`config.mk`:
```
export PLATFORM = sky130hd
export DESIGN_NAME = instruction_fetch_unit
export DESIGN_NICKNAME = d
export VERILOG_FILES = /design/src/rtl/instruction_fetch_unit_pkg.sv /design/src/rtl/instruction_fetch_unit.sv
export SDC_FILE = /design/constraint.sdc
export NUM_CORES = 1
export LEC_CHECK = 0
export CORE_ASPECT_RATIO = 0.75
export CORE_UTILIZATION = 35
export DETAILED_ROUTE_END_ITERATION = 6
export PLACE_DENSITY_LB_ADDON = 0.25
export SYNTH_ARGS = -nofsm -noshare
export SYNTH_HDL_FRONTEND = slang
export SYNTH_SLANG_ARGS = --single-unit
```
`constraint.sdc`:
```
create_clock -name clk -period 2.9 [get_ports clk]
set_input_delay 0.435 -clock clk [delete_from_list [all_inputs] [get_ports clk]]
set_output_delay 0.435 -clock clk [all_outputs]
set_load 0.05 [all_outputs]
```
`src/rtl/instruction_fetch_unit_pkg.sv`:
```
// Shared fetch-path definitions: state encoding, instruction width and the bubble word.
package instruction_fetch_unit_pkg;

   localparam int INSTR_W = 32;
   localparam logic [INSTR_W-1:0] NOP_WORD_DEFAULT = 32'h0000_0000;

   typedef enum logic [1:0] {
      IDLE  = 2'd0,
      FETCH = 2'd1,
      HALT  = 2'd2
   } fetch_state_t;

endpackage

```
`src/rtl/instruction_fetch_unit.sv`:
```
// Program counter owner and IF/ID output register; fetches word-indexed instructions
// from a combinational instruction memory with stall, redirect and end-of-image halt.
//
// state | meaning
// IDLE  | one-cycle settle after reset, nothing captured
// FETCH | capture imem word each unstalled cycle, advance pc
// HALT  | fetch stopped at end of image or out-of-range redirect
module instruction_fetch_unit
   import instruction_fetch_unit_pkg::*;
#(
   parameter int                 MEM_DEPTH = 32,
   parameter logic [31:0]        RESET_PC  = 32'd0,
   parameter logic [INSTR_W-1:0] NOP_WORD  = NOP_WORD_DEFAULT
) (
   input  logic               clk,
   input  logic               rst,
   input  logic               stall_i,
   input  logic               redirect_i,
   input  logic [31:0]        redirect_pc_i,
   output logic [31:0]        imem_addr_o,
   input  logic [INSTR_W-1:0] imem_instr_i,
   output logic [INSTR_W-1:0] instr_o,
   output logic [31:0]        pc_o,
   output logic               valid_o,
   output logic               halted_o
);

   localparam logic [31:0] DEPTH   = 32'(MEM_DEPTH);
   localparam logic [31:0] LAST_PC = 32'(MEM_DEPTH - 1);

   fetch_state_t state;
   logic [31:0]  pc;
   logic         target_ok;

   assign imem_addr_o = pc;
   assign target_ok   = (redirect_pc_i < DEPTH);

   always_ff @(posedge clk) begin
      if (rst) begin
         pc       <= RESET_PC;
         state    <= IDLE;
         instr_o  <= NOP_WORD;
         pc_o     <= 32'd0;
         valid_o  <= 1'b0;
         halted_o <= 1'b0;
      end else begin
         case (state)
            IDLE: begin
               state <= FETCH;
            end
            FETCH: begin
               if (redirect_i) begin
                  valid_o <= 1'b0;
                  instr_o <= NOP_WORD;
                  if (target_ok) begin
                     pc <= redirect_pc_i;
                  end else begin
                     state    <= HALT;
                     halted_o <= 1'b1;
                  end
               end else if (!stall_i) begin
                  instr_o <= imem_instr_i;
                  pc_o    <= pc;
                  valid_o <= 1'b1;
                  // last word: present it but keep pc on it so pc+1 never leaves the image
                  if (pc == LAST_PC) begin
                     state    <= HALT;
                     halted_o <= 1'b1;
                  end else begin
                     pc <= pc + 32'd1;
                  end
               end
            end
            HALT: begin
               if (redirect_i && target_ok) begin
                  pc       <= redirect_pc_i;
                  halted_o <= 1'b0;
                  state    <= FETCH;
                  valid_o  <= 1'b0;
                  instr_o  <= NOP_WORD;
               end else if (!stall_i) begin
                  valid_o <= 1'b0;
                  instr_o <= NOP_WORD;
               end
            end
            default: begin
               state <= IDLE;
            end
         endcase
      end
   end

endmodule

```
* Word-level counts from Yosys, hierarchy flattened
Cells that the tools add are included.
** Word-level totals
- Register bits after elaboration :: 100
- Input port bits :: 68
- Output and inout bits :: 98
- Logic and storage cells :: 56
** Operators by class
- $add $sub $neg :: 1
- $lt $le $gt $ge :: 1
- Equal/unequal tests :: 10
- Multiplexer cells :: 28
- Bitwise operators :: 2
- Reduce and logical (&&, ||, !) cells :: 8
** Operator list (number)
- 32-bit 2-to-1 mux :: 9
- 32-bit case mux with 2 select lines :: 2
- 32-bit by 1-bit adder with 32-bit output (second input constant) :: 1
- 32-bit by 5-bit == test with 1-bit output (second input constant) :: 1
- 32-bit by 6-bit < comparator with 1-bit output (second input constant) :: 1
- 3-bit != test (second input constant) :: 6
- 2-bit 2-to-1 mux :: 5
- 5-bit AND reduction :: 2
- 1-bit 2-to-1 mux :: 9
- 2-bit case mux with 3 select lines :: 1
- 3-bit AND reduction :: 2
- 1-bit case mux with 2 select lines :: 2
- 4-bit AND reduction :: 1
- 2-bit by 1-bit == test with 1-bit output (second input constant) :: 1
- 2-bit == test (second input constant) :: 1
- 2-bit zero test :: 1
- 2-bit != test (second input constant) :: 1
- 1-bit NOT :: 2
- 2-bit nonzero test :: 1
- 1-bit logical AND :: 1

* Logic depth before layout (Yosys ltp)
- Depth after elaboration :: 5
- Gate-level depth with buffers :: 8
- Depth with buffers taken out :: 6

* Least setup slack after synthesis
OpenSTA, ideal clock, no wires.
- Kind :: register to register
- From :: register pc[1] (netlist: imem_addr_o[1])
- To :: register pc[16] (netlist: imem_addr_o[16])
- Data arrival time :: 2.620 ns
- Required time :: 2.840 ns
- Setup slack :: 0.220 ns
- Cell stages (with the launch flop) :: 8
- Path buffers :: 1
- Period minus slack after synthesis :: 2.680 ns
- Path through :: dfxtp_1 > ha_1 > nand3_4 > or4_1 > buf_2 > or4_4 > a221oi_2 > a31o_1
** Between the ends
- Cells in the longest elaborated chain, start to end :: 5
- Elaborated cells on any way between the ends :: 8
** Ends and longest elaborated chain
- start, declared :: line instruction_fetch_unit.sv:32 : logic [31:0] pc;
- start signal, assigned :: line instruction_fetch_unit.sv:56 : pc <= redirect_pc_i;
- start signal, assigned :: line instruction_fetch_unit.sv:70 : pc <= pc + 32'd1;
- start signal, assigned :: line instruction_fetch_unit.sv:76 : pc <= redirect_pc_i;
- 32-bit by 1-bit adder with 32-bit output :: line instruction_fetch_unit.sv:70
- 32-bit 2-to-1 mux :: line instruction_fetch_unit.sv:66 : if (pc == LAST_PC) begin
- 32-bit 2-to-1 mux :: line instruction_fetch_unit.sv:61 : end else if (!stall_i) begin
- 32-bit 2-to-1 mux :: line instruction_fetch_unit.sv:52 : if (redirect_i) begin
- 32-bit case mux with 2 select lines :: line instruction_fetch_unit.sv:47 : case (state)
Several ways; a longest one is shown, not always the timed one. The select of a mux whose other input is x is not followed.
A chain may end at the register's enable or synchronous reset.

* Final worst setup path
- From :: register pc[22] (netlist: imem_addr_o[22])
- To :: register pc[31] (netlist: imem_addr_o[31])
The elaborated chain is that of the path after synthesis.

==> metrics.yaml <==
cpLargestDelayFamily: "simple AND/OR/NAND/NOR gates"
track_usage_pct: 22.5
outcome: "finished with violations"
dp.cells: 908
power_frac_clock_pct: 40.2
ant_nets: 0
fin_crit_sh_pct: 85.7
swShare_pct: 26.5
cts-hold-fix-buffers: 0
slowest_delay_ns: 0.56
clock_sinks: 100
seq_power_share_pct: 44.6
relSlewSlack_pct: 58.2
routed_wl_mm: 16.7
synth_edf_count: 0
syn-cell-area_um2: 4870
p_per_area_nw_per_um2: 455
syn_inst: 604
core_um2: 13300
grt_max_degree: 67
fp.dieArea_um2: 14400
start_util_pct: 36.6
cts_resized: 0
grt_setup_unrepaired: "no"
place_congestion: 0.902
cp.arrival_ns: 2.73
async_reset_ff_share_pct: 0
p_switching_uw: 847
synthFlopType: "dfxtp_1"
cts_setup_buffers: 0
avgSynthCellArea_um2: 8.06
timing.fmax_ghz: 0.402
drive_above_1_share_pct: 7.31
vias: 5331
htreeDepth: 3
ys_seq_area_share_pct: 41.1
io_buffer_count: 165
fin_cells: 923
route.detailed.drc: 20
startpoint_type: "register"
synth_seq_cells: 100
required_ns: 3.14
synthDistinctLibCells: 55
dr.pass1.iters: 7
setup_tns_ns: 0
cts_buffers: 9
cp_max_fo: 18
comb_power_share_pct: 15.2
final_net_count: 817
antenna_cells: 0
ir_drop_v: 0.000275
drv_slew: 0
static-leakage-power_uw: 0.00225
drv_cap: 0
intPower_uw: 2350
gr-total-overflow: 0
dpl.hpwl_mm: 11.6
die_y_um: 104
vias_per_cell: 5.78
violations: "design-rule violations"
crit_chain: "or4_1 -> nor4_2 -> a21o_1 -> nand2_4 -> a311oi_1"
pin_count: 166
antenna_found_initial: 0
root_buffer: "clkbuf_16"
cts_tree: "yes"
wl_per_cell_um: 18.1
grt_pass1_vias: 4956
slowest_stage: "or4_1"
worst-path-buf-inv: 0
worstMarginPinSlew_ns: 0.627
fin_crit_ns: 2.49
finalPower_uw: 3200
setup.worst_path.class: "reg -> reg"
final_hold_viol_count: 0
clockBufferDepth: 2
skew_ns: 0.00764
rows: 36
ys.warnings.count: 0
cp-end-kind: "register"
syn_nets: 673
area_growth_pct: 44.4
path_clk_slew_ns: 0.07
grt_pass1_wl_mm: 26.3
fillers: 1186
setup_violations: 0
worstHoldPathType: "reg -> reg"
drt_iter0_markers: 489
r2r_setup_slack_ns: 0.41
die_w_um: 138
insertion_delay_ns: 0.34
## power groups by stage
stage               clock, uW  combinational (uW)  sequential, uW
floorplan                   0                 180            1540
global placement            0                 475            1450
detailed placement          0                 483            1460
CTS                      1320                 484            1420
global route             1380                 514            1430
finish                   1290                 487            1420
## cell families after synthesis
group	share of synthesized area, %
buf+inv	5.55
simple gates	26.4
flops	41.1
compound gates	26.6
fa+ha+maj	0.257
## stage by stage
step / setup slack [ns] / util [%] / area [um2] / hold slack, ns
2_1_floorplan: 0.220 / - / 4870 / 0.548
3_3_place_gp: 0.290 / 50.5 / 6710 / 0.440
3_5_place_dp: 0.234 / 50.5 / 6710 / 0.449
4_1_cts: 0.410 / 52.9 / 7030 / 0.460
5_1_grt: 0.205 / 52.9 / 7030 / 0.479
6_report: 0.415 / 52.9 / 7030 / 0.456
## registers in the layout (all words and copies together) (netlist names)
register / cells
imem_addr_o: 32
instr_o: 32
pc_o: 32
state: 2
halted_o: 1
valid_o: 1
## final timing paths
path,from,depth (start not counted),end
worst max-delay path,imem_addr_o[22],5,imem_addr_o[31]
worst min-delay path,pc_o[17],2,pc_o[17]
worst max register to register,imem_addr_o[22],5,imem_addr_o[31]
worst min register to register,pc_o[17],2,pc_o[17]
## placed cells by master (no fill, tap or decap), drive strengths merged, types with 3 or more instances in the layout
cell type	instances
clkdlybuf4s50	164
nand2	105
dfxtp	100
a21oi	89
nand4b	34
o211ai	33
buf	30
nor4	15
o21ai	15
nor2	14
a311oi	12
nand3	11
nor3	10
clkbuf	9
inv	9
and3	8
o32ai	8
nand4	6
a31oi	6
a22oi	6
or4	6
a221oi	6
and4	5
a21o	5
nand2b	5
o21a	4
and2	4
nor3b	3
o22ai	3
## synth_stat cells, drive strengths merged, types with 3 or more instances
| cell | count | area share (%) |
|---|---|---|
| nand2b | 5 | 0.64 |
| nor2 | 14 | 1.1 |
| or4 | 6 | 1.0 |
| o211ai | 33 | 5.1 |
| nand4b | 34 | 6.1 |
| and3 | 8 | 1.0 |
| nand2 | 105 | 8.3 |
| nor3b | 3 | 0.46 |
| nand4 | 6 | 0.77 |
| o22ai | 3 | 0.39 |
| a21o | 5 | 0.77 |
| o32ai | 8 | 1.4 |
| clkbuf | 48 | 3.7 |
| a221oi | 6 | 1.2 |
| a31oi | 6 | 0.77 |
| o21a | 4 | 0.62 |
| a22oi | 6 | 0.93 |
| a21oi | 89 | 9.2 |
| inv | 8 | 0.62 |
| and2 | 4 | 0.51 |
| nor4 | 15 | 2.1 |
| dfxtp | 100 | 41 |
| nand3 | 11 | 1.5 |
| a311oi | 12 | 2.2 |
| nor3 | 10 | 1.0 |
| and4 | 5 | 0.90 |
| o21ai | 15 | 1.5 |
| buf | 13 | 1.2 |
## per-layer routing
metal | vias to the layer above | GRT usage [%] | share of wire (%)
li1 | 2548 | - | -
met4 | 0 | 5.70 | 1.4
met2 | 237 | 35.1 | 45
met3 | 23 | 4.93 | 6.9
met5 | - | 0 | 0
met1 | 2523 | 31.4 | 46
## worst min-delay path: stages, from the launching register on
cell and delay [ns]:
dfxtp_1 0.31, nand2_1 0.05, a21oi_1 0.05
## layout make-up
type | count | area, um2 | share of cell area (%)
Clock buffer | 9 | 225 | 3.20
Clock inverter | 6 | 88.8 | 1.26
Inverter | 8 | 30.0 | 0.427
Multi-Input combinational cell | 435 | 2600 | 37.0
Sequential cell | 100 | 2000 | 28.5
Tap cell | 171 | 214 | 3.04
Timing Repair Buffer | 194 | 1870 | 26.6
(Power assumes the default switching activity.)
